--- src/rtl/rf_wb_mux.sv ---
// Register-file write-back stage: picks one of NUM_SRC sources, stalls on slow
// sources with an optional timeout, and issues a registered one-cycle write.
module rf_wb_mux #(
  parameter int DATA_WIDTH = 8,
  parameter int NUM_SRC    = 4,
  parameter int NUM_REGS   = 4,
  parameter int TIMEOUT    = 15,
  localparam int SRC_W     = (NUM_SRC  > 1) ? $clog2(NUM_SRC)  : 1,
  localparam int RA_W      = (NUM_REGS > 1) ? $clog2(NUM_REGS) : 1
) (
  input  logic                          clk,
  input  logic                          rst_n,
  input  logic                          wb_req,
  input  logic [SRC_W-1:0]              wb_src,
  input  logic [RA_W-1:0]               wb_rd,
  input  logic [NUM_SRC*DATA_WIDTH-1:0] src_data,
  input  logic [NUM_SRC-1:0]            src_valid,
  output logic                          wb_busy,
  output logic                          rf_we,
  output logic [RA_W-1:0]               rf_waddr,
  output logic [DATA_WIDTH-1:0]         rf_wdata,
  output logic                          err_src,
  output logic                          err_timeout
);

  typedef enum logic {S_IDLE, S_WAIT} state_t;

  state_t                state, state_nxt;
  logic [SRC_W-1:0]      lat_src, lat_src_nxt;
  logic [RA_W-1:0]       lat_rd, lat_rd_nxt;
  logic [7:0]            cnt, cnt_nxt;
  logic                  rf_we_nxt, err_src_nxt, err_timeout_nxt;
  logic [RA_W-1:0]       waddr_nxt;
  logic [DATA_WIDTH-1:0] wdata_nxt;

  logic [SRC_W-1:0]      sel;
  logic [DATA_WIDTH-1:0] sel_data;
  logic                  sel_valid;
  logic                  req_legal;
  logic [8:0]            cnt_inc;
  logic                  timeout_hit;

  // In IDLE the live request drives the mux; in WAIT the latched source does.
  assign sel = (state == S_WAIT) ? lat_src : wb_src;

  always_comb begin
    sel_data  = '0;
    sel_valid = 1'b0;
    for (int i = 0; i < NUM_SRC; i++) begin
      if (sel == SRC_W'(i)) begin
        sel_data  = src_data[i*DATA_WIDTH +: DATA_WIDTH];
        sel_valid = src_valid[i];
      end
    end
  end

  assign req_legal   = (32'(wb_src) < NUM_SRC) && (32'(wb_rd) < NUM_REGS);
  assign cnt_inc     = {1'b0, cnt} + 9'd1;
  assign timeout_hit = (TIMEOUT != 0) && (cnt_inc >= 9'(TIMEOUT));
  assign wb_busy     = (state == S_WAIT);

  always_comb begin
    state_nxt       = state;
    lat_src_nxt     = lat_src;
    lat_rd_nxt      = lat_rd;
    cnt_nxt         = cnt;
    rf_we_nxt       = 1'b0;
    err_src_nxt     = 1'b0;
    err_timeout_nxt = 1'b0;
    waddr_nxt       = rf_waddr;
    wdata_nxt       = rf_wdata;
    case (state)
      S_IDLE: begin
        if (wb_req) begin
          if (!req_legal) begin
            err_src_nxt = 1'b1;
          end else if (sel_valid) begin
            rf_we_nxt = 1'b1;
            waddr_nxt = wb_rd;
            wdata_nxt = sel_data;
          end else begin
            state_nxt   = S_WAIT;
            lat_src_nxt = wb_src;
            lat_rd_nxt  = wb_rd;
            cnt_nxt     = '0;
          end
        end
      end
      S_WAIT: begin
        // Valid data wins over a timeout expiring on the same edge.
        if (sel_valid) begin
          rf_we_nxt = 1'b1;
          waddr_nxt = lat_rd;
          wdata_nxt = sel_data;
          state_nxt = S_IDLE;
        end else if (timeout_hit) begin
          err_timeout_nxt = 1'b1;
          state_nxt       = S_IDLE;
        end else begin
          cnt_nxt = (cnt == 8'hFF) ? cnt : cnt_inc[7:0];
        end
      end
      default: state_nxt = S_IDLE;
    endcase
  end

  always_ff @(posedge clk) begin
    if (!rst_n) begin
      state       <= S_IDLE;
      lat_src     <= '0;
      lat_rd      <= '0;
      cnt         <= '0;
      rf_we       <= 1'b0;
      err_src     <= 1'b0;
      err_timeout <= 1'b0;
      rf_waddr    <= '0;
      rf_wdata    <= '0;
    end else begin
      state       <= state_nxt;
      lat_src     <= lat_src_nxt;
      lat_rd      <= lat_rd_nxt;
      cnt         <= cnt_nxt;
      rf_we       <= rf_we_nxt;
      err_src     <= err_src_nxt;
      err_timeout <= err_timeout_nxt;
      rf_waddr    <= waddr_nxt;
      rf_wdata    <= wdata_nxt;
    end
  end

endmodule

--- config.mk ---
export PLATFORM = sky130hd
export DESIGN_NAME = rf_wb_mux
export DESIGN_NICKNAME = d
export VERILOG_FILES = /design/src/rtl/rf_wb_mux.sv
export SDC_FILE = /design/constraint.sdc
export NUM_CORES = 1
export LEC_CHECK = 0
export BUFFER_PORTS_ARGS = -buffer_cell sky130_fd_sc_hd__buf_2
export CAP_MARGIN = 0
export CORE_MARGIN = 2
export CORE_UTILIZATION = 41
export CTS_BUF_LIST = sky130_fd_sc_hd__clkbuf_4 sky130_fd_sc_hd__clkbuf_8
export CTS_CLUSTER_DIAMETER = 120
export DETAILED_ROUTE_END_ITERATION = 7
export PLACE_DENSITY = 0.7
export SETUP_SLACK_MARGIN = 0.1
export SLEW_MARGIN = 20
export SYNTH_ARGS = -nofsm -noshare
export SYNTH_HDL_FRONTEND = slang
export SYNTH_SLANG_ARGS = --single-unit
export TNS_END_PERCENT = 100
--- constraint.sdc ---
create_clock -name clk -period 3.6 [get_ports clk]
set_input_delay 0.72 -clock clk [delete_from_list [all_inputs] [get_ports clk]]
set_output_delay 0.72 -clock clk [all_outputs]
set_load 0.05 [all_outputs]
* Word-level counts from Yosys, hierarchy flattened *
Cells that the tools add are included.

operators by class
  $add $sub $neg = 1
  $lt $le $gt $ge = 1
  equal/unequal tests = 11
  muxes and demuxes = 31
  bitwise gates (word level) = 3
  reductions and logical operators = 5

operator list
  operator               number
  $mux W8                11
  $pmux W8 S2            2
  $ne A2 B2 Y1 const B   6
  $mux W1                11
  $add A8 B1 Y9 const B  1
  $ge A9 B4 Y1 const B   1
  $eq A8 B8 Y1 const B   1
  $mux W2                4
  $reduce_and A3 Y1      2
  $reduce_and A5 Y1      1
  $eq A2 B2 Y1 const B   2
  $pmux W1 S2            2
  $pmux W2 S2            1
  $not A1 Y1             3
  $reduce_or A3 Y1       1
  $eq A2 B1 Y1 const B   1
  $logic_not A2 Y1       1
  $ne A2 B1 Y1 const B   1

storage, ports and cells
  bits in registers = 25
  input port bits = 43
  output and inout port bits = 14
  logic and storage cells = 60

* Logic depth before layout (Yosys ltp) *
Gate-level depths: netlist (run 1).

  depth after elaboration = 9
  depth in mapped cells = 7
  gate-level depth less buffers = 7

* Worst setup path before layout (run 1) *
No wires, ideal clock.

  path kind = reg-to-reg
  start = register state, in the netlist wb_busy
  end = register cnt[0]
  setup time = 0.074 ns
  data arrival time = 2.576 ns
  required time = 3.526 ns
  slack = 0.949 ns
  stages on the path, launching flop included = 6
  cells stage by stage = dfxtp_1 buf_6 mux2i_4 mux4_1 or4_1 a31oi_1

on the way
  cells in the longest elaborated chain, start to end = 8
  elaborated cells between the ends (all ways) = 17
  those cells by class = eq/ne: 8; mux: 6; bitwise: 1; reduce/logical: 2

ends and longest elaborated chain
  item                                RTL line  source
  start: declaration                  28        state_t state, state_nxt;
  start signal: assignment            119       state <= state_nxt;
  $mux W2                             44        assign sel = (state == S_WAIT) ? lat_src : wb_src;
  $logic_not A2 Y1                    50        if (sel == SRC_W'(i)) begin
  $mux W1 (4 in a row)                50
  $ne A2 B2 Y1 (no source line)       --
  $reduce_and A5 Y1 (no source line)  --
  end signal: assignment              122       cnt <= cnt_nxt;
  end: declaration                    31        logic [7:0] cnt, cnt_nxt;

Parallel ways exist; a longest one is shown, timed or not.
A chain may end at the register's enable or synchronous reset.

* Worst setup path after layout (run 1) *
  start = register state, in the netlist wb_busy
  end = register rf_waddr[0]

on the way
  cells in the longest elaborated chain, start to end = 8
  elaborated cells between the ends (all ways) = 15
  those cells by class = eq/ne: 6; mux: 6; bitwise: 1; reduce/logical: 2

ends and longest elaborated chain
  item                                                           RTL line  source
  $mux W2                                                        44
  $logic_not A2 Y1                                               50
  $mux W1 (4 in a row)                                           50
  $ne A2 B2 Y1 (no source line) or $ne A2 B1 Y1 (tied branches)  --
  $reduce_and A3 Y1 (no source line)                             --
  end signal: assignment                                         126       rf_waddr <= waddr_nxt;
  end: declaration                                               20        output logic [RA_W-1:0] rf_waddr,

Parallel ways exist; a longest one is shown, timed or not.

==> results of run 1 <==
## how the worst min path moves through the flow
stage	slack (ns)	cells after the start	end	start
after floorplan	0.42	2	cnt[5]$_SDFFE_PN0P_	cnt[5]$_SDFFE_PN0P_
after global placement	0.44	2	rf_wdata[2]$_SDFFE_PN0P_	rf_wdata[2]$_SDFFE_PN0P_
after detailed placement	0.44	2	rf_wdata[6]$_SDFFE_PN0P_	rf_wdata[6]$_SDFFE_PN0P_
after CTS	0.46	2	rf_wdata[6]$_SDFFE_PN0P_	rf_wdata[6]$_SDFFE_PN0P_
after global routing	0.48	2	rf_wdata[1]$_SDFFE_PN0P_	rf_wdata[1]$_SDFFE_PN0P_
final	0.46	2	rf_wdata[6]$_SDFFE_PN0P_	rf_wdata[6]$_SDFFE_PN0P_
## layout make-up
cell class	count	area [µm²]	area share (%)
clock buffers	3	22.5	1.30
clock inverters	1	7.51	0.432
inverters	7	26.3	1.51
multi-input cells	113	841	48.4
flip-flops and latches	25	500	28.8
well taps	46	57.6	3.31
repair buffers	56	283	16.3
## stage by stage
stage	setup WS, ns	instances	total power (µW)	cell area (µm²)
after global placement	0.729	247	490	1710
final	0.982	251	615	1740
after detailed placement	0.692	247	491	1710
after global routing	0.837	251	645	1740
after floorplan	0.949	151	440	1400
after CTS	0.981	251	616	1740
## cell families after synthesis
| kind of cell | after synthesis | synth area share (%) |
|---|---|---|
| muxes | 14 | 22.5 |
| buffers and inverters | 13 | 4.37 |
| and+or+nand+nor | 55 | 17.5 |
| adders and majority gates | 2 | 1.78 |
| DFF | 25 | 35.7 |
| AOI/OAI and AO/OA | 39 | 16.7 |
| other | 1 | 0.267 |
| xor gates and xnor gates | 2 | 1.25 |
## synth_stat cells (all sizes together)
cell type / instances / share of area, %
xnor2: 1 / 0.62
nor2b: 1 / 0.45
a31oi: 3 / 1.3
clkbuf: 3 / 0.80
mux4: 10 / 18
o21bai: 1 / 0.54
nor3: 2 / 0.71
ha: 2 / 1.8
o211ai: 3 / 1.6
xor2: 1 / 0.62
o311ai: 1 / 0.62
nor2: 8 / 2.1
o21ai: 4 / 1.4
nand3: 3 / 1.1
o21a: 1 / 0.54
conb: 1 / 0.27
a32oi: 1 / 0.62
a21oi: 20 / 7.1
or4b: 1 / 0.71
buf: 3 / 1.7
nand2b: 1 / 0.45
and3: 3 / 1.3
or4: 3 / 1.6
a211oi: 2 / 1.1
dfxtp: 25 / 36
a311oi: 1 / 0.62
a41oi: 1 / 0.62
nand2: 33 / 9.0
o31ai: 1 / 0.54
mux2i: 4 / 4.0
inv: 7 / 1.9
## critical path, delay by kind of cell, from the launching register on
| family | cells | cell delay, ns |
|---|---|---|
| mux | 2 | 1.18 |
| simple gates | 2 | 0.67 |
| flops | 1 | 0.48 |
| compound gates | 1 | 0.21 |
## layer usage
layer	track usage, %	share of wire, %	vias to the layer above
met5	0	0	-
met2	26.5	50	46
met1	21.0	44	612
li1	-	-	667
met4	5.83	1.0	0
met3	2.70	5.2	4
## power by group
group | internal (µW) | switching (µW)
registers | 293 | 10.1
logic | 68.5 | 112
clock network | 42.4 | 88.4
## registers in the layout (all words and copies together) (netlist names)
| signal | count |
|---|---|
| rf_we | 1 |
| err_timeout | 1 |
| cnt | 8 |
| rf_wdata | 8 |
| wb_busy | 1 |
| lat_rd | 2 |
| rf_waddr | 2 |
| lat_src | 2 |
==> flow_metrics.py, run 1 <==
metrics = {
    "setup_path": {
        "rr_worst_depth": 5,
        "reg2reg_slack_ns": 0.98,
        "crit_top_cell": "sky130_fd_sc_hd__nor2_1",
        "timing.critical_path.arrival_ns": 2.87,
        "cp_slowest_stage_delay_ns": 0.66,
        "worst_r2r_dst": "rf_waddr[0]$_SDFFE_PN0P_",
        "crit_start": "wb_busy$_SDFF_PN0_",
        "worstReg2RegStart": "wb_busy$_SDFF_PN0_",
        "worst-path-max-fanout": 12,
        "end_kind": "register",
        "setup_crit_path_kind": "reg2reg",
        "crit_path_launch_type": "register",
        "endpoint": "rf_waddr[0]$_SDFFE_PN0P_",
        "timing.critical_path.cells": "mux2i_4 > mux4_2 > nor2_1 > nor2_1 > a211oi_1",
        "critPathRequiredTime_ns": 3.85,
        "crit_path_top_delay_cell": "sky130_fd_sc_hd__mux4_2",
    },
    "die": {
        "core_mm2": 0.00331,
        "die_height_um": 62.5,
        "die-width_um": 62.5,
        "initial_core_utilization_pct": 42.4,
        "floorplan.rows": 21,
        "i_o_pins": 57,
        "die_area_mm2": 0.00391,
    },
    "logic_synthesis": {
        "ys_warn_count": 0,
        "synth_cells": 151,
        "number_of_library_cell_types_mapped_by_synthesis": 38,
        "syn_nets": 196,
        "netlist_area_mm2": 0.00140,
        "number_of_register_bits_inferred_by_synthesis": 25,
        "seq_area_frac_synth_pct": 35.7,
        "synth.avg_cell_area_um2": 9.29,
    },
    "global_route": {
        "via_count_of_the_first_global_routing_pass": 1131,
        "grtUsageTotal_pct": 16.0,
        "grt_start_max_net_pins": 21,
        "number_of_antenna_violations_at_the_first_check_in_global_routing": 0,
        "grt_first_pass_wirelength_um": 5050,
        "grt_overflow_total": 0,
    },
    "routing": {
        "routed_wl_um": 3240,
        "drtIter0Drc": 89,
        "drt_drc_violations_left": 0,
        "drt_pre_antenna_iters": 7,
        "route.antenna.remaining_nets": 0,
        "wl_per_cell_um": 12.9,
        "via_per_inst": 5.29,
        "dr_total_vias": 1329,
    },
    "power_and_ir_drop": {
        "static-leakage-power_uw": 0.000762,
        "pwr_density_mw_per_mm2": 354,
        "vdd.ir_drop.worst_uv": 122,
    },
    "cts": {
        "cts_tree": "built",
        "clockBufferDepth": 2,
        "cts_resized": 0,
        "clock_tree.htree_level_count": 1,
        "clk_transition_reported_paths_ns": 0.15,
        "cts.sink_count": 25,
        "number_of_buffers_added_by_the_clock_tree_synthesis_step": 3,
        "cts_setup_buffers": 0,
        "clk_latency_ns": 0.32,
        "holdBufCountCts": 0,
        "clockRootBuffer": "sky130_fd_sc_hd__clkbuf_4",
    },
    "status": {
        "status": "complete, no violations",
    },
    "flow_run": {
        "cap_viol_max_count": 0,
    },
    "placement": {
        "buffer_ports.inserted": 55,
        "placed_wire_length_estimate_um": 2530,
        "gp_routability_congestion": 0.796,
    },
    "sta": {
        "setup_viol": 0,
        "rsz0062_at_grt": "false",
        "summed_negative_setup_slack_over_all_endpoints_ns": 0,
        "finalMaxSlewViolations": 0,
        "max_slew_margin_pct": 48.5,
        "timing.final.crit_share_pct": 72.7,
        "final.min_clock_period_ns": 2.62,
        "worst-slew-pin-transition_ns": 0.763,
        "max_freq_mhz": 382,
        "finalHoldViolCount": 0,
        "finClkSkew_ns": 0.00690,
        "holdWs_ns": 0.462,
    },
    "final_layout": {
        "mostFrequentLayoutCells": "sky130_fd_sc_hd__buf_2, sky130_fd_sc_hd__nand2_1, sky130_fd_sc_hd__dfxtp_1",
        "antenna_cells": 0,
        "layout-drive-gt1-share_pct": 31.2,
        "post-route-util_pct": 52.5,
        "final.fill_count": 342,
        "nNetsFinal": 251,
        "mostFrequentLayoutCell": "sky130_fd_sc_hd__buf_2",
        "layout-area-overhead-vs-synth_pct": 23.9,
    },
    "min_path": {
        "hold_path_class": "reg2reg",
    },
}
Power figures use the tool's default switching activity.
==> inputs of run 2 (changes only) <==
Settings changed: PLACE_DENSITY 0.7 to 0.72.
Clock period 3.6 ns to 2.4 ns, I/O delays scaled along.
==> flow_metrics.py, run 2 (synthesis results as in run 1) <==
metrics = {
    "final_layout": {
        "final.fill_count": 338,
        "final_cell_count_no_fill": 255,
        "layout-area-overhead-vs-synth_pct": 26.3,
        "post-route-util_pct": 53.5,
        "antenna_cells": 0,
        "biggestRegsByFlops": "cnt: 8 flops, rf_wdata: 8 flops",
        "mostFrequentLayoutCell": "sky130_fd_sc_hd__buf_2",
        "nNetsFinal": 255,
        "multi_input_comb_area_um2": 842,
        "sequential_cell_area_um2": 504,
        "layout-drive-gt1-share_pct": 34.0,
        "mostFrequentLayoutCells": "sky130_fd_sc_hd__buf_2, sky130_fd_sc_hd__nand2_1, sky130_fd_sc_hd__dfxtp_1",
    },
    "global_route": {
        "via_count_of_the_first_global_routing_pass": 1275,
        "grtUsageTotal_pct": 17.5,
        "grt_overflow_total": 0,
        "grt_start_max_net_pins": 21,
        "number_of_antenna_violations_at_the_first_check_in_global_routing": 0,
        "grt_first_pass_wirelength_um": 5580,
    },
    "placement": {
        "gp_routability_congestion": 0.852,
        "placed_wire_length_estimate_um": 2600,
        "pre_cts_setup_slack_ns": 0.255,
        "place_inst": 251,
        "buffer_ports.inserted": 55,
    },
    "sta": {
        "final.min_clock_period_ns": 2.12,
        "worst-slew-pin-transition_ns": 0.836,
        "setup_viol": 0,
        "finalHoldViolCount": 0,
        "finalMaxSlewViolations": 0,
        "max_slew_margin_pct": 43.5,
        "rsz0062_at_grt": "false",
        "finClkSkew_ns": 0.00221,
        "max_freq_mhz": 473,
        "setup_slack_after_layout_ns": 0.285,
        "timing.final.crit_share_pct": 88.1,
        "summed_negative_setup_slack_over_all_endpoints_ns": 0,
    },
    "power_and_ir_drop": {
        "vdd.ir_drop.worst_uv": 212,
        "pwr_density_mw_per_mm2": 524,
        "static-leakage-power_uw": 0.000784,
    },
    "die": {
        "die-width_um": 62.5,
        "initial_core_utilization_pct": 42.4,
        "die_height_um": 62.5,
        "i_o_pins": 57,
        "floorplan.rows": 21,
        "die_area_mm2": 0.00391,
        "core_mm2": 0.00331,
    },
    "cts": {
        "cts.sink_count": 25,
        "clk_latency_ns": 0.31,
        "number_of_buffers_added_by_the_clock_tree_synthesis_step": 3,
        "clockRootBuffer": "sky130_fd_sc_hd__clkbuf_4",
        "clock_tree.htree_level_count": 1,
        "cts_setup_buffers": 0,
        "clockBufferDepth": 2,
        "cts_tree": "built",
        "clk_transition_reported_paths_ns": 0.14,
    },
    "setup_path": {
        "worst-path-max-fanout": 16,
        "crit_path_launch_type": "register",
        "setup_crit_path_kind": "reg2reg",
        "timing.critical_path.arrival_ns": 2.37,
        "end_kind": "register",
        "critPathRequiredTime_ns": 2.66,
    },
    "routing": {
        "routed_wl_um": 3310,
        "drt_pre_antenna_iters": 5,
        "via_per_inst": 5.31,
        "route.antenna.remaining_nets": 0,
        "dr_total_vias": 1353,
        "drt_drc_violations_left": 0,
        "drtIter0Drc": 28,
        "wl_per_cell_um": 13.0,
    },
    "flow_run": {
        "cap_viol_max_count": 0,
    },
    "min_path": {
        "hold_path_class": "in2reg",
    },
    "status": {
        "status": "complete, no violations",
    },
}
-- run 2: layer usage --
metal | wire length (µm) | track usage (%) | part of all wire, % | vias up
li1 | - | - | - | 675
met1 | 1500 | 23.6 | 45 | 637
met2 | 1660 | 29.8 | 50 | 39
met3 | 132 | 1.80 | 4.0 | 2
met4 | 28 | 5.00 | 0.85 | 0
met5 | 0 | 0 | 0 | -
-- run 2: worst max-delay path, cell delays in order (launching register included) --
cell	delay [ns]
sky130_fd_sc_hd__dfxtp_4	0.51
sky130_fd_sc_hd__mux2i_4	0.31
sky130_fd_sc_hd__mux4_2	0.59
sky130_fd_sc_hd__o21ai_1	0.37
sky130_fd_sc_hd__nand2_1	0.12
sky130_fd_sc_hd__a21oi_1	0.15
-- run 2: report_power, final --
part           leakage, µW  switching, µW  internal [µW]  total (µW)
logic             0.000561            166            108         274
clock network    0.0000183            130           64.8         195
registers         0.000204           20.1            440         460
-- run 2: timing repair --
item | 4_1_cts | 5_1_grt
endpoints found under the setup margin | 0 | 5
hold buffers | 0 | 0
gates resized for setup | 0 | 1
-- run 2: path summary, 6_finish.rpt --
kind | startpoint | to | slack (ns) | cells after the start
worst max-delay path | wb_busy$_SDFF_PN0_ | rf_wdata[0]$_SDFFE_PN0P_ | 0.28 | 5
worst min-delay path | wb_rd[0] | lat_rd[0]$_SDFFE_PN0P_ | 0.40 | 3
worst max register to register | wb_busy$_SDFF_PN0_ | rf_wdata[0]$_SDFFE_PN0P_ | 0.28 | 5
worst min register to register | rf_wdata[7]$_SDFFE_PN0P_ | rf_wdata[7]$_SDFFE_PN0P_ | 0.46 | 2
-- run 2: area by class of cell --
type	instances	area share, %
Inverter	7	1.48
Tap cell	46	3.25
Clock inverter	1	0.353
Clock buffer	3	1.27
Multi-Input combinational cell	113	47.5
Timing Repair Buffer	60	17.7
Sequential cell	25	28.5
-- run 2: through the flow --
stage          hold WS [ns]  area (µm²)  total power [µW]
4_1_cts               0.385        1770               935
6_report              0.396        1770               929
3_5_place_dp          0.444        1740               743
2_1_floorplan         0.424        1400               660
5_1_grt               0.380        1770               987
3_3_place_gp          0.440        1740               738
